File: config.mk
export PLATFORM = sky130hd
export DESIGN_NAME = cmd_dispatch_fsm
export DESIGN_NICKNAME = d
export VERILOG_FILES = /design/src/rtl/cmd_dispatch_fsm_pkg.sv /design/src/rtl/cmd_ptr_wrap.sv /design/src/rtl/cmd_dispatch_fsm.sv
export SDC_FILE = /design/constraint.sdc
export NUM_CORES = 1
export LEC_CHECK = 0
export BUFFER_PORTS_ARGS = -buffer_cell sky130_fd_sc_hd__clkbuf_2
export CORE_MARGIN = 1
export CORE_UTILIZATION = 48
export DETAILED_ROUTE_END_ITERATION = 16
export PLACE_DENSITY_LB_ADDON = 0.05
export SYNTH_ARGS = -nofsm -noshare
export SYNTH_HDL_FRONTEND = slang
export SYNTH_SLANG_ARGS = --single-unit
File: constraint.sdc
create_clock -name clk -period 3.1 [get_ports clk]
set_input_delay 0.465 -clock clk [delete_from_list [all_inputs] [get_ports clk]]
set_output_delay 0.465 -clock clk [all_outputs]
set_load 0.01 [all_outputs]
File: src/rtl/cmd_dispatch_fsm_pkg.sv
// Shared opcodes, state encodings and helpers for the command-dispatch controller.
package cmd_dispatch_fsm_pkg;

    localparam logic [2:0] OP_STP = 3'd0;
    localparam logic [2:0] OP_EVP = 3'd1;
    localparam logic [2:0] OP_EVB = 3'd2;
    localparam logic [2:0] OP_RST = 3'd3;

    localparam int unsigned OP_W    = 3;
    localparam int unsigned START_W = 4;

    typedef enum logic [2:0] {
        S_IDLE   = 3'd0,
        S_FETCH  = 3'd1,
        S_DECODE = 3'd2,
        S_LAUNCH = 3'd3,
        S_WAIT   = 3'd4
    } state_t;

    // Ceiling log2 with a floor of 1, so a depth of 1 still gets a 1-bit address.
    function automatic int unsigned log2(input int unsigned value);
        int unsigned r;
        r = 1;
        for (int unsigned i = 1; i < 32; i++) begin
            if ((64'd1 << i) < 64'(value)) begin
                r = i + 1;
            end
        end
        return r;
    endfunction

endpackage

File: src/rtl/cmd_ptr_wrap.sv
// Command-FIFO read pointer: increments with wrap at DEPTH-1, synchronous clear wins.
module cmd_ptr_wrap #(
    parameter int unsigned DEPTH = 1024,
    parameter int unsigned AW    = 10
) (
    input  logic          clk,
    input  logic          rst,
    input  logic          i_inc,
    input  logic          i_clr,
    output logic [AW-1:0] o_ptr
);

    logic [AW-1:0] r_ptr;

    // Pointer register; clear has priority so a reset command overrides the decode increment.
    always_ff @(posedge clk or negedge rst) begin
        if (!rst) begin
            r_ptr <= '0;
        end else if (i_clr) begin
            r_ptr <= '0;
        end else if (i_inc) begin
            r_ptr <= (r_ptr == AW'(DEPTH - 1)) ? '0 : r_ptr + AW'(1);
        end
    end

    assign o_ptr = r_ptr;

endmodule

File: src/rtl/cmd_dispatch_fsm.sv
// Command dispatcher: fetches, decodes and launches one sub-FSM at a time.
module cmd_dispatch_fsm
    import cmd_dispatch_fsm_pkg::*;
#(
    parameter  int unsigned BUFFER_SIZE = 1024,
    parameter  int unsigned WORD_SIZE   = 16,
    localparam int unsigned AW          = log2(BUFFER_SIZE),
    localparam int unsigned ARG_W       = WORD_SIZE - 3
) (
    input  logic                 clk,
    input  logic                 rst,
    input  logic [AW:0]          cmd_population,
    input  logic [WORD_SIZE-1:0] cmd_rd_data,
    output logic [AW-1:0]        cmd_rd_addr,
    output logic                 cmd_pop,
    output logic [ARG_W-1:0]     cmd_arg,
    output logic                 start_stp,
    output logic                 start_evp,
    output logic                 start_evb,
    output logic                 start_rst,
    input  logic                 done_stp,
    input  logic                 done_evp,
    input  logic                 done_evb,
    input  logic                 done_rst,
    output logic                 busy,
    output logic                 err_invalid,
    output logic [7:0]           invalid_count
);

    state_t               r_state;
    state_t               w_next_state;
    logic [OP_W-1:0]      r_op;
    logic [OP_W-1:0]      w_op_nxt;
    logic [ARG_W-1:0]     r_arg;
    logic [ARG_W-1:0]     w_arg_nxt;
    logic [7:0]           r_invalid_cnt;
    logic [7:0]           w_invalid_cnt_nxt;
    logic [START_W-1:0]   r_start;
    logic [START_W-1:0]   w_start_nxt;
    logic                 r_err;
    logic                 w_err_nxt;
    logic                 r_pop;
    logic                 r_busy;
    logic                 w_done_hit;
    logic                 w_ptr_inc;
    logic                 w_ptr_clr;
    logic [AW-1:0]        w_ptr;

    cmd_ptr_wrap #(
        .DEPTH (BUFFER_SIZE),
        .AW    (AW)
    ) u_ptr (
        .clk   (clk),
        .rst   (rst),
        .i_inc (w_ptr_inc),
        .i_clr (w_ptr_clr),
        .o_ptr (w_ptr)
    );

    // Next-state, decode and side-effect selection.
    always_comb begin
        w_next_state      = r_state;
        w_op_nxt          = r_op;
        w_arg_nxt         = r_arg;
        w_invalid_cnt_nxt = r_invalid_cnt;
        w_start_nxt       = '0;
        w_err_nxt         = 1'b0;
        w_ptr_inc         = 1'b0;
        w_ptr_clr         = 1'b0;
        w_done_hit        = 1'b0;

        // Only the done of the launched sub-FSM matters.
        case (r_op)
            OP_STP:  w_done_hit = done_stp;
            OP_EVP:  w_done_hit = done_evp;
            OP_EVB:  w_done_hit = done_evb;
            OP_RST:  w_done_hit = done_rst;
            default: w_done_hit = 1'b0;
        endcase

        unique case (r_state)
            S_IDLE: begin
                if (cmd_population != '0) begin
                    w_next_state = S_FETCH;
                end
            end
            S_FETCH: begin
                w_next_state = S_DECODE;
            end
            S_DECODE: begin
                w_op_nxt  = cmd_rd_data[OP_W-1:0];
                w_arg_nxt = cmd_rd_data[WORD_SIZE-1:OP_W];
                w_ptr_inc = 1'b1;
                case (cmd_rd_data[OP_W-1:0])
                    OP_STP: begin w_start_nxt = 4'b0001; w_next_state = S_LAUNCH; end
                    OP_EVP: begin w_start_nxt = 4'b0010; w_next_state = S_LAUNCH; end
                    OP_EVB: begin w_start_nxt = 4'b0100; w_next_state = S_LAUNCH; end
                    OP_RST: begin w_start_nxt = 4'b1000; w_next_state = S_LAUNCH; end
                    default: begin
                        w_err_nxt         = 1'b1;
                        w_invalid_cnt_nxt = (r_invalid_cnt == 8'hFF) ? r_invalid_cnt
                                                                     : r_invalid_cnt + 8'd1;
                        w_next_state      = S_IDLE;
                    end
                endcase
            end
            S_LAUNCH: begin
                w_next_state = S_WAIT;
            end
            S_WAIT: begin
                if (w_done_hit) begin
                    w_next_state = S_IDLE;
                    w_ptr_clr    = (r_op == OP_RST);
                end
            end
            default: begin
                w_next_state = S_IDLE;
            end
        endcase
    end

    // State register.
    always_ff @(posedge clk or negedge rst) begin
        if (!rst) begin
            r_state <= S_IDLE;
        end else begin
            r_state <= w_next_state;
        end
    end

    // Registered datapath and outputs; pop is high while in DECODE so the FIFO
    // has decremented before IDLE next samples the population.
    always_ff @(posedge clk or negedge rst) begin
        if (!rst) begin
            r_op          <= '0;
            r_arg         <= '0;
            r_invalid_cnt <= '0;
            r_start       <= '0;
            r_err         <= 1'b0;
            r_pop         <= 1'b0;
            r_busy        <= 1'b0;
        end else begin
            r_op          <= w_op_nxt;
            r_arg         <= w_arg_nxt;
            r_invalid_cnt <= w_invalid_cnt_nxt;
            r_start       <= w_start_nxt;
            r_err         <= w_err_nxt;
            r_pop         <= (w_next_state == S_DECODE);
            r_busy        <= (w_next_state != S_IDLE);
        end
    end

    assign cmd_rd_addr   = w_ptr;
    assign cmd_pop       = r_pop;
    assign cmd_arg       = r_arg;
    assign start_stp     = r_start[0];
    assign start_evp     = r_start[1];
    assign start_evb     = r_start[2];
    assign start_rst     = r_start[3];
    assign busy          = r_busy;
    assign err_invalid   = r_err;
    assign invalid_count = r_invalid_cnt;

endmodule

# [After elaboration in Yosys (flattened, before gate mapping)]
# Cells that the tools add are included.
[op_classes] order_cmp=0 n_mul=0 n_bitwise=2 n_mux=15 n_eq_ne=13 n_addsub=2 shift=0 n_reduce_logical=8 div=0
[op_table] operator="10-bit 2-to-1 mux" count=3
[op_table] operator="3-bit by 2-bit equality test with 1-bit output (second input constant)" count=7
[op_table] operator="4-bit case mux with 4 select lines" count=1
[op_table] operator="3-bit case mux with 5 select lines" count=1
[op_table] operator="11-bit nonzero test" count=1
[op_table] operator="10-bit by 1-bit adder with 10-bit output (second input constant)" count=1
[op_table] operator="10-bit equality test (second input constant)" count=1
[op_table] operator="3-bit by 1-bit equality test with 1-bit output (second input constant)" count=3
[op_table] operator="3-bit zero test" count=3
[op_table] operator="8-bit by 1-bit adder with 8-bit output (second input constant)" count=1
[op_table] operator="8-bit equality test (second input constant)" count=1
[op_table] operator="3-bit 2-to-1 mux" count=2
[op_table] operator="1-bit 2-to-1 mux" count=5
[op_table] operator="4-bit 2-to-1 mux" count=1
[op_table] operator="1-bit case mux with 4 select lines" count=1
[op_table] operator="4-bit OR reduction" count=1
[op_table] operator="3-bit equality test (second input constant)" count=1
[op_table] operator="3-bit AND reduction" count=1
[op_table] operator="3-bit nonzero test" count=1
[op_table] operator="2-bit 2-to-1 mux" count=1
[op_table] operator="1-bit inverter" count=2
[op_table] operator="2-bit nonzero test" count=1
[totals] memories=0 rom_bits=0 reg_bits=44 latchBits=0 out_inout_bits=38 input_bits=33 ram_bits=0

# [Logic depth before layout (Yosys ltp)]
# Gate-level depths: netlist of the first run.
[depth] ltp_word=5 mapped_depth=7

# [Cells and area by module]
# A second synthesis of the first run with hierarchy kept.
[hier_totals] hier_cells=196 hier_area_um2=1974.4
[modules_own_cells] module="cmd_dispatch_fsm" n_inst=1 area_each_um2=1412.6 cells_each=136
[modules_own_cells] module="cmd_ptr_wrap" n_inst=1 area_each_um2=561.8 cells_each=60

# [Worst setup path after synthesis of the first run]
# No wires, ideal clock.
[synth_timing] kind="register to register" start="reg r_invalid_cnt[0] (netlist: invalid_count[0])" end="reg r_invalid_cnt[1] (netlist: invalid_count[1])" stages_incl_launch_ff=5 path_buffers=0 t_arrival_ns=1.551 setup_time_ns=0.125 synth_period_minus_slack_ns=1.676 path_slack_ns=1.424 path_cell_list="dfrtp_1 ha_1 and3_1 a31oi_2 mux2_2"
[synth_via] elab_chain_len=3
[synth_rtl] element="from (decl)" line="cmd_dispatch_fsm.sv:36" rtl="logic [7:0] r_invalid_cnt;"
[synth_rtl] element="from (signal assigned)" line="cmd_dispatch_fsm.sv:145" rtl="r_invalid_cnt <= w_invalid_cnt_nxt;"
[synth_rtl] element="branches (longest 3 deep; another with 8-bit by 1-bit adder with 8-bit output)"
# Parallel ways; which one is timed is not known.
# A chain may end at the register's enable or synchronous reset.

# [Worst setup path after layout of the first run]
[layout_timing] start="reg r_state[1]" end="reg u_ptr.r_ptr[3] (netlist: u_ptr.o_ptr[3])"
[layout_via] elab_chain_len=3
[layout_rtl] element="from (decl)" line="cmd_dispatch_fsm.sv:30" rtl="state_t r_state;"
[layout_rtl] element="from (signal assigned)" line="cmd_dispatch_fsm.sv:127" rtl="r_state <= w_next_state;"
[layout_rtl] element="3-bit equality test or 3-bit by 2-bit equality test with 1-bit output (tied branches)" line="cmd_dispatch_fsm.sv:81" rtl="unique case (r_state)"
[layout_rtl] element="1-bit 2-to-1 mux" line="cmd_dispatch_fsm.sv:81"
[layout_rtl] element="10-bit 2-to-1 mux or 2-bit nonzero test (tied branches)"
[layout_rtl] element="to (signal assigned)" line="cmd_ptr_wrap.sv:22" rtl="r_ptr <= (r_ptr == AW'(DEPTH - 1)) ? '0 : r_ptr + AW'(1);"
[layout_rtl] element="to (decl)" line="cmd_ptr_wrap.sv:13" rtl="logic [AW-1:0] r_ptr;"
# Several ways; a longest one is shown, not always the timed one.

==> results.cfg, run 1 <==
[run]
max-cap-violations = 0

[worst_setup_path]
arrival_ps = 2240
worstSetupPathType = flip-flop to flip-flop
critical_path.endpoint = u_ptr.o_ptr[3]
required_ps = 3280
cp_max_fo = 24
reg2reg_slack_ps = 1040
cp-end-kind = flip-flop
ff2ff_path_depth = 4
cp-startpoint = r_state[1]
timing.rr.start = r_state[1]
r2r_end = u_ptr.o_ptr[3]
start_kind = flip-flop

[layout]
nFillCells = 336
fin_cells = 310
final_cell_mix = clkbuf_2, nand2_1, dfrtp_1
nets = 296
diodes = 0
final_common_cell = clkbuf_2
synthToLayoutAreaGrowth_pct = 24.4
drive_above_1_share_pct = 32.8

[power]
power.leakage_uw = 0.00127
power_density_nw_per_um2 = 870
irDropWorstVdd_mv = 0.513

[placed_design]
io_buffers = 70
routabilityCongestion = 0.774
dpl.hpwl_um = 2820
placedCellCount = 302

[synthesis]
synth_edf_count = 0
synth_area_sq_um = 1940
ys_async_sr_fraction_pct = 100
synth_fp_nets = 225
syn_inst = 190
synth_ff_type = dfrtp_1
ys_seq_area_share_pct = 56.8
synth_area_leader_cell = dfrtp_1
ys_top_cells_by_area = dfrtp_1, nand2_1, xnor2_1
avgSynthCellArea_sq_um = 10.2
synth_cell_types = 39
synth_top_cell_area_share_pct = 56.8
ys_warn_count = 0
synth-seq-cells = 44

[global_routing]
antenna_found_initial = 0
grt_pass1_vias = 1416
grt_max_degree = 28
grt_overflow_total = 0
grt_pass1_wl_um = 6510
grt_use_total_pct = 20.4

[clocking]
cts_htree_levels = 2
cts_tree = done
cts_made_buffers = 5
hold_buffers = 0
post-cts-setup-buffers = 0
clock_path_buffers = 2
path_clk_slew_ps = 80
insertion_delay_ps = 290
clock_sinks = 44
ctsResizeCount = 0
cts_root_buf = clkbuf_8

[floorplan]
die_area_sq_um = 4300
initial_core_util_pct = 51.4
num_rows = 22
die_width_um = 65.5
core_area_sq_um = 3770
die_h_um = 65.5
ios = 71

[routing]
detail-route-antenna-nets = 0
route.detailed.drc = 0
first_iter_violations = 67
vias = 1564
routed_wl_um = 3880
viasPerCell = 5.05
dr.pass1.iters = 4
wl_per_cell_um = 12.5

[timing]
finalSetupViolCount = 0
worst_pin_slew_ps = 834
tns_ps = 0
slew_headroom_pct = 44.4
rsz0062_at_grt = no
max_freq_ghz = 0.486
period_needed_ps = 2060
fin_worst_skew_ps = 6.29
period_share_pct = 66.4
slew_viol_final = 0
hold_slack_ps = 198
final_hold_viol_count = 0

[worst_hold_path]
hold_class = input port to async pin

[outcome]
status = finished, final reports clean
==> cell type report <==
type / count / area, sq um / area share, %
clock buffer: 8 / 90.1 / 3.74
inverter: 5 / 18.8 / 0.778
multi-input combinational: 133 / 776 / 32.2
sequential: 44 / 1100 / 45.7
tap: 48 / 60.1 / 2.49
timing repair buffer: 72 / 365 / 15.2
==> registers in the layout, summed over array words and instances (netlist names) <==
signal	count
cmd_pop	1
r_start	4
u_ptr.o_ptr	10
err_invalid	1
invalid_count	8
busy	1
r_state	3
cmd_arg	13
r_op	3
==> per-layer routing <==
metal | wire length, um | GRT usage [%] | share of wire [%] | up-vias
li1 | - | - | - | 783
met2 | 1910 | 31.8 | 49 | 35
met1 | 1770 | 27.6 | 46 | 742
met5 | 0 | 0 | 0 | -
met4 | 30 | 8.15 | 0.77 | 0
met3 | 170 | 4.34 | 4.4 | 4
==> worst max-delay path: stages (launching register included) <==
cell      delay, ps
dfrtp_1         480
or3b_1          740
a31oi_1         500
nand3_1         120
o311ai_0        110
==> worst min path at each step <==
stage	startpoint	to
floorplan	rst	busy
global placement	cmd_arg[6]	cmd_arg[6]
global route	rst	err_invalid
detailed placement	cmd_arg[6]	cmd_arg[6]
CTS	rst	u_ptr.o_ptr[5]
finish	rst	u_ptr.o_ptr[6]
==> synth_stat cells, types with 2 or more instances <==
master	n
a21oi_1	3
nor4_1	5
nand3b_1	2
xor2_1	4
buf_2	4
and2_1	2
nand2_1	57
nand4_1	6
inv_1	5
nor2_1	9
dfrtp_1	44
nor3b_1	2
mux2_2	2
ha_1	2
xnor2_1	8
nand3_1	7
and3_1	4
o21ai_0	3
==> cell families after synthesis <==
group | synth area share (%)
XOR/XNOR | 5.42
AO/OA/AOI/OAI | 4.78
buffers and inverters | 3.42
adder cells (fa/ha/maj) | 1.29
flip-flops | 56.8
AND/OR/NAND/NOR | 26.0
multiplexers | 2.32
==> report_power, final <==
part	switching, uW	internal (uW)
logic	423	333
registers	190	788
clock network	182	182
total	795	1300
==> metrics by stage <==
stage	setup WS [ps]	area [sq um]	utilization, %	power, uW
3_5_place_dp	1070	2320	61.5	1760
4_1_cts	1040	2410	63.9	2130
3_3_place_gp	1120	2320	61.5	1750
5_1_grt	860	2410	63.9	2280
6_report	1040	2410	63.9	2100
2_1_floorplan	1420	1940	-	1470
Note: power is estimated with default switching activity, not from simulation.
==> inputs of run 2 (changes only) <==
Clock period 3.1 ns to 2 ns, I/O delays scaled along.
==> run 2 against run 1 <==
  * Wire length rose by 2.8%
  * Sequential cell count unchanged
  * Power up 63%
  * Sequential power is 56% higher
  * First-iteration DRC count grew 73%
  * Combinational power up 61%
  * Cell count rose by 0.97%
  * Sequential share of layout area decreased by 0.75 points
  * Utilization is 1.1 points higher
  * Register-to-register slack worse by 820 ps
  * Clock skew is 1.2 ps lower
==> results.cfg, run 2 (synthesis gave the netlist of run 1 again) <==
[floorplan]
core_area_sq_um = 3770
die_width_um = 65.5
die_area_sq_um = 4300
initial_core_util_pct = 51.4
die_h_um = 65.5
num_rows = 22
ios = 71

[timing]
tns_ps = 0
fin_ws_ps = 222
worst_pin_slew_ps = 539
final_hold_viol_count = 0
rsz0062_at_grt = no
max_freq_ghz = 0.562
slew_viol_final = 0
fin_worst_skew_ps = 5.08
period_share_pct = 88.9
period_needed_ps = 1780
finalSetupViolCount = 0
slew_headroom_pct = 64.1

[outcome]
status = finished, final reports clean

[global_routing]
grt_pass1_wl_um = 6730
grt_use_total_pct = 21.1
grt_pass1_vias = 1485
grt_overflow_total = 0
antenna_found_initial = 0
grt_max_degree = 45

[power]
irDropWorstVdd_mv = 0.842
p_switching_uw = 1270
p_int_uw = 2140
power_density_nw_per_um2 = 1390
p_clk_share_pct = 19.4
power.leakage_uw = 0.00129
combPwrFrac_pct = 35.7
p_seq_share_pct = 44.8
switching_share_pct = 37.2

[worst_hold_path]
hold_class = input port to async pin

[worst_setup_path]
crit_slowest_cell = dfrtp_1
start_kind = flip-flop
cp_top_family = flip-flops
cp_slowest_stage_delay_ps = 420
crit_chain = ha_1, and3_1, a31oi_2, mux2_2
path_buf_inv = 0
arrival_ps = 1960
worstSetupPathType = flip-flop to flip-flop
cp-end-kind = flip-flop
required_ps = 2180
cp_max_fo = 8

[routing]
first_iter_violations = 116
dr_wl_met3_um = 202
wl_met1_um = 1820
detail-route-antenna-nets = 0
top_layer_used = met4
wl_met2_um = 1960
routed_wl_um = 3990
wl_per_cell_um = 12.7
route.detailed.drc = 0
dr.pass1.iters = 4
vias = 1585
viasPerCell = 5.06

[placed_design]
routabilityCongestion = 0.762
place_area_sq_um = 2340
dpl.hpwl_um = 2990
pre_cts_slack_ps = 216
io_buffers = 70

[clocking]
cts_tree = done
path_clk_slew_ps = 80
hold_buffers = 0
ctsResizeCount = 0
cts_root_buf = clkbuf_8
cts_made_buffers = 5
cts_htree_levels = 2
clock_sinks = 44
clock_path_buffers = 2
post-cts-setup-buffers = 0
insertion_delay_ps = 290

[layout]
nets = 299
synthToLayoutAreaGrowth_pct = 26.5
diodes = 0
fin_area_sq_um = 2450
final_cell_mix = clkbuf_2, nand2_1, dfrtp_1
drive_above_1_share_pct = 34.0
fin_util_pct = 65.0
largest_reg_flops = 13
final_common_cell = clkbuf_2

[run]
max-cap-violations = 0
## run 2: worst register-to-register path, stage by stage, from the launching register on
cell and delay, ps:
dfrtp_1 420, ha_1 230, and3_1 220, a31oi_2 410
mux2_2 390
## run 2: layout make-up
| class | instances | area (sq um) |
|---|---|---|
| clock buffer | 6 | 72.6 |
| sequential | 44 | 1100 |
| timing repair buffer | 75 | 388 |
| tap | 48 | 60.1 |
| fill | 328 | 1320 |
| multi-input combinational | 133 | 776 |
| inverter | 5 | 18.8 |
| clock inverter | 2 | 35.0 |
## run 2: worst paths after layout
kind,to,depth (start not counted),start,slack (ps)
worst max-delay path,invalid_count[1],4,invalid_count[0],220
worst min-delay path,r_state[1],2,rst,70
worst max register to register,invalid_count[1],4,invalid_count[0],220
worst min register to register,cmd_arg[5],2,cmd_arg[5],480
max in group asynchronous,r_state[0],2,rst,1560
min in group clk,cmd_arg[11],3,cmd_rd_data[14],190
## run 2: through the flow
| step | total power, uW | hold slack, ps | instances |
|---|---|---|---|
| detailed placement | 2780 | 406 | 305 |
| CTS | 3450 | 83.9 | 313 |
| finish | 3410 | 67.6 | 313 |
| global route | 3700 | 127 | 313 |
| global placement | 2740 | 408 | 305 |
| floorplan | 2280 | 4.41 | 190 |
## run 2: layer usage
layer / GRT usage [%] / up-vias
li1: - / 790
met1: 26.5 / 755
met2: 34.7 / 38
met3: 7.29 / 2
met4: 5.71 / 0
met5: 0 / -
## run 2: power groups by stage
stage          clock, uW  sequential, uW  combinational (uW)
5_1_grt              729            1580                1390
4_1_cts              676            1530                1240
2_1_floorplan          0            1590                 691
3_5_place_dp           0            1540                1240
6_report             663            1530                1220
3_3_place_gp           0            1530                1210
